<file path="src/rtl/down_counter_timer_if.sv">
// Control/status bundle for down_counter_timer.
// The master side (sequencer or bench) drives the controls and the slave side
// (the timer) returns the count and the status flags.
interface down_counter_timer_if #(
  parameter int NBitsForCounter = 5
);
  logic                       enb;
  logic                       start;
  logic                       stop;
  logic                       mode;
  logic [NBitsForCounter-1:0] N_input;
  logic                       Flag;
  logic                       busy;
  logic                       done;
  logic [NBitsForCounter-1:0] Counting;

  modport master (
    output enb, start, stop, mode, N_input,
    input  Flag, busy, done, Counting
  );

  modport slave (
    input  enb, start, stop, mode, N_input,
    output Flag, busy, done, Counting
  );
endinterface

</file>
<file path="src/rtl/down_counter_timer.sv">
// Programmable down-counting interval timer with one-shot and periodic modes.
// A period is N_input+1 enabled cycles, and Flag marks the zero count.
//
//   state | meaning
//   ------+----------------------------------------------------------
//   IDLE  | stopped, count held at 0, waiting for start
//   RUN   | counting down on enabled cycles, Flag at count 0
//   DONE  | one-shot expired, done=1, waiting for start
module down_counter_timer #(
  parameter int NBitsForCounter = 5
) (
  input logic                  clk,
  input logic                  rst,
  down_counter_timer_if.slave  bus
);

  typedef enum logic [1:0] {
    IDLE = 2'd0,
    RUN  = 2'd1,
    DONE = 2'd2
  } state_t;

  localparam logic [NBitsForCounter-1:0] CNT_ZERO = '0;
  localparam logic [NBitsForCounter-1:0] CNT_ONE  = {{(NBitsForCounter-1){1'b0}}, 1'b1};

  state_t                     state, state_next;
  logic [NBitsForCounter-1:0] count, count_next;
  logic [NBitsForCounter-1:0] reload_reg, reload_next;
  logic                       mode_reg, mode_next;
  logic                       count_is_zero;

  assign count_is_zero = (count == CNT_ZERO);

  // Register the state, the count and the values latched at start.
  always_ff @(posedge clk) begin
    if (rst) begin
      state      <= IDLE;
      count      <= CNT_ZERO;
      reload_reg <= CNT_ZERO;
      mode_reg   <= 1'b0;
    end else begin
      state      <= state_next;
      count      <= count_next;
      reload_reg <= reload_next;
      mode_reg   <= mode_next;
    end
  end

  // Compute the next state and count, giving stop priority over start and start over counting.
  always_comb begin
    state_next  = state;
    count_next  = count;
    reload_next = reload_reg;
    mode_next   = mode_reg;

    if (bus.stop) begin
      state_next = IDLE;
      count_next = CNT_ZERO;
    end else if (bus.start) begin
      // Load or restart from any state. A restart in RUN ignores enb.
      state_next  = RUN;
      count_next  = bus.N_input;
      reload_next = bus.N_input;
      mode_next   = bus.mode;
    end else begin
      unique case (state)
        IDLE: begin
          count_next = CNT_ZERO;
        end
        RUN: begin
          if (bus.enb) begin
            if (!count_is_zero) begin
              count_next = count - CNT_ONE;
            end else if (mode_reg) begin
              count_next = reload_reg;
            end else begin
              // A count of 0 always reloads or finishes, so it never wraps.
              count_next = CNT_ZERO;
              state_next = DONE;
            end
          end
        end
        DONE: begin
          count_next = CNT_ZERO;
        end
        default: begin
          state_next = IDLE;
          count_next = CNT_ZERO;
        end
      endcase
    end
  end

  // Decode the outputs straight from the registered state and count.
  always_comb begin
    bus.Flag     = (state == RUN) && count_is_zero;
    bus.busy     = (state == RUN);
    bus.done     = (state == DONE);
    bus.Counting = count;
  end

endmodule

</file>
<file path="src/flat_wrapper.sv">
// flat-port wrapper written by rule: the top's interface ports become plain ports
module down_counter_timer_flat 
#(
  parameter int NBitsForCounter = 5
)
  (clk, rst, bus_enb, bus_start, bus_stop, bus_mode, bus_N_input, bus_Flag, bus_busy, bus_done, bus_Counting);
  down_counter_timer_if #(.NBitsForCounter(NBitsForCounter)) bus_i ();
  input logic clk;
  input logic rst;
  input wire logic [$bits(bus_i.enb)-1:0] bus_enb;
  input wire logic [$bits(bus_i.start)-1:0] bus_start;
  input wire logic [$bits(bus_i.stop)-1:0] bus_stop;
  input wire logic [$bits(bus_i.mode)-1:0] bus_mode;
  input wire logic [$bits(bus_i.N_input)-1:0] bus_N_input;
  output wire logic [$bits(bus_i.Flag)-1:0] bus_Flag;
  output wire logic [$bits(bus_i.busy)-1:0] bus_busy;
  output wire logic [$bits(bus_i.done)-1:0] bus_done;
  output wire logic [$bits(bus_i.Counting)-1:0] bus_Counting;
  assign bus_i.enb = bus_enb;
  assign bus_i.start = bus_start;
  assign bus_i.stop = bus_stop;
  assign bus_i.mode = bus_mode;
  assign bus_i.N_input = bus_N_input;
  assign bus_Flag = bus_i.Flag;
  assign bus_busy = bus_i.busy;
  assign bus_done = bus_i.done;
  assign bus_Counting = bus_i.Counting;
  down_counter_timer #(.NBitsForCounter(NBitsForCounter)) u_core (.clk(clk), .rst(rst), .bus(bus_i));
endmodule
</file>
<file path="config.mk">
export PLATFORM = sky130hd
export DESIGN_NAME = down_counter_timer_flat
export DESIGN_NICKNAME = d
export VERILOG_FILES = /design/src/rtl/down_counter_timer_if.sv /design/src/rtl/down_counter_timer.sv /design/src/flat_wrapper.sv
export SDC_FILE = /design/constraint.sdc
export NUM_CORES = 1
export LEC_CHECK = 0
export CORE_AREA = 2 2 45 47
export DETAILED_ROUTE_END_ITERATION = 7
export DIE_AREA = 0 0 47 49
export PLACE_DENSITY = 0.63
export SLEW_MARGIN = 0
export SYNTH_ARGS = -nofsm -noshare
export SYNTH_HDL_FRONTEND = slang
export SYNTH_SLANG_ARGS = --single-unit
</file>
<file path="constraint.sdc">
create_clock -name clk -period 2.1 [get_ports clk]
set_input_delay 0.42 -clock clk [delete_from_list [all_inputs] [get_ports clk]]
set_output_delay 0.42 -clock clk [all_outputs]
set_load 0.005 [all_outputs]
</file>
==> qor.yml <==
power_and_ir_drop:
  p_sw_share_pct: 25.70
  netSwitchingPower_w: 0.0001364
  p_per_area_mw_per_mm2: 547.9
  p_seq_share_pct: 49.9
  combPwrFrac_pct: 20.1
  peakVddDrop_mv: 0.3427
  p_leak_nw: 0.4054
  p_clk_share_pct: 30.0
  p_int_w: 0.0003942
timing:
  max_slew_margin_pct: 83.16
  clock.fmax_ghz: 0.5227
  finClkSkew_ps: 4.401
  maxSlewViolCount: 0
  fin_crit_sh_pct: 91.10
  period_needed_ps: 1913
  tns_ps: 0
  whs_ps: 500.3
  setup_viol: 0
  rsz0062_at_grt: "false"
  worst_pin_slew_ps: 252.3
  hold_violations: 0
logic_synthesis:
  synth_most_common_cell: "dfxtp_1"
  synth_top_area_share_pct: 37.96
  ys_top_cells_by_area: "dfxtp_1, mux2i_1, nor2_1, a211oi_1, nor2b_1"
  ys_seq_area_share_pct: 37.96
  yosysWarningCount: 0
  synth_flop_cell: "dfxtp_1"
  synth.distinct_cells: 30
  synth_edf_count: 0
  synthCells: 73
  synthArstFlopShare_pct: 0
  ys_ff_latch: 13
  synth_common_cells: "dfxtp_1, nor2_1, mux2i_1, nand2_1"
  syn_area_per_cell_um2: 9.393
  synth_top_area_cell: "dfxtp_1"
  syn_nets: 85
  synth_area_um2: 685.7
clock_network:
  cts.clk_slew.worst_paths_ps: 80
  cts.sinks: 13
  cts_htree_levels: 1
  hold_buffers: 0
  cts_buffers: 3
  cts_tree: "done"
  clock-root-buffer: "clkbuf_4"
  clockBufferDepth: 2
  clk_latency_ps: 280
setup_path:
  critPathRequiredTime_ps: 1680
  worst_ep_arrival_time_ps: 1490
  setup.worst_path.class: "flip-flop to output pin"
  crit_path_end_kind: "output pin"
  cp-start-kind: "flip-flop"
  cp_max_fo: 3
grt:
  track_usage_pct: 15.74
  grt_use_met3_pct: 2.222
  antenna_found_initial: 0
  use_met1_pct: 21.64
  grt_busiest_layer: "met2"
  met2_usage_pct: 23.06
  grt_pass1_vias: 618
  gr-total-overflow: 0
  grt_max_degree: 8
  grt_pass1_wl_um: 2656
status:
  status: "complete, no violations"
detailed_routing:
  vias_per_cell: 4.945
  drtIter0Drc: 14
  postRouteAntennaNets: 0
  routed_wl_um: 1521
  firstDrtPassIters: 4
  drc: 0
  wl_per_cell_um: 11.98
  num_vias: 628
place:
  dp.cells: 121
  io_buffers: 18
  hpwl_um: 1182
  gp_congestion: 0.7088
cells_and_area:
  n_antenna_cell: 0
  drive_gt1_share_pct: 21.00
  nNetsFinal: 113
  syn2layout_area_growth_pct: 41.24
  fin_cells: 127
floorplanning:
  die_h_um: 49
  dieArea_mm2: 0.002303
  pin_count: 19
  start_util_pct: 37.23
  rows: 16
  fp.dieW_um: 47
  core_mm2: 0.001842
flow_run:
  cap_viol_max_count: 0
min_path:
  hold_class: "flip-flop to flip-flop"
## what timing repair did
| action | 4_1_cts | 5_1_grt |
|---|---|---|
| setup endpoints to repair | 1 | 0 |
| setup buffers | 2 | 0 |
| gates resized for setup | 5 | 0 |
## metal layers
metal / up-vias / wire (um) / part of all wire [%]
met3: 4 / 42 / 2.8
met1: 296 / 735 / 48
met2: 12 / 710 / 47
li1: 316 / - / -
met5: - / 0 / 0
met4: 0 / 34 / 2.2
## worst max-delay path: stages, from the launching register on
cell and delay (ps):
dfxtp_2 330, inv_1 70, ha_2 200, nor4b_4 210, and2_4 180, dlygate4sd2_1 220
## cell type report
type                       instances  area, um2
fill                             199      873.3
multi-input combinational         55      399.1
sequential                        13      262.8
timing repair buffer              26      239.0
tap                               27      33.78
clock buffer                       4      26.28
inverter                           2      7.507
## power by group through the flow
stage               Clock, W  Combinational [W]  Sequential (W)
global route        0.000175           0.000117        0.000266
finish              0.000159           0.000107        0.000265
floorplan                  0          0.0000556        0.000269
detailed placement         0           0.000104        0.000271
global placement           0           0.000104        0.000270
CTS                 0.000165           0.000107        0.000264
## final timing paths
check                               from                     end  slack (ps)  cells after the start
setup / recovery  u_core.bus.Counting[0]                bus_Flag         190                      5
hold / removal      u_core.reload_reg[4]    u_core.reload_reg[4]         500                      2
setup reg to reg  u_core.bus.Counting[0]  u_core.bus.Counting[0]         540                      7
hold reg to reg     u_core.reload_reg[4]    u_core.reload_reg[4]         500                      2
## layout by cell type, fill, tap and decap left out, drive strengths merged, types with 2 or more instances in the layout
master | netlist | routed
a21oi | 4 | 4
a221oi | 2 | 2
buf | 1 | 8
inv | 2 | 2
dfxtp | 13 | 13
nor2b | 4 | 4
clkdlybuf4s50 | 0 | 17
nand2 | 5 | 5
mux2i | 8 | 8
a211oi | 4 | 4
clkbuf | 2 | 4
nor2 | 10 | 10
## cell families after synthesis
kind of cell    Yosys count  share of synthesized area, %
compound gates           14                         14.05
xor+xnor                  1                         1.278
buf+inv                   5                         4.378
flops                    13                         37.96
fa+ha+maj                 1                         1.825
simple gates             30                         27.19
mux                       9                         13.32
## through the flow
stage	total power, W	utilization (%)	instance area (um2)	worst slack (ps)
2_1_floorplan	0.0003251	-	685.7	542.6
3_3_place_gp	0.0003739	50.07	922.1	198.8
3_5_place_dp	0.0003749	50.07	922.1	174.1
4_1_cts	0.0005366	52.58	968.4	180.3
5_1_grt	0.0005582	52.58	968.4	95.68
6_report	0.0005306	52.58	968.4	186.9
Power figures use the tool's default switching activity.
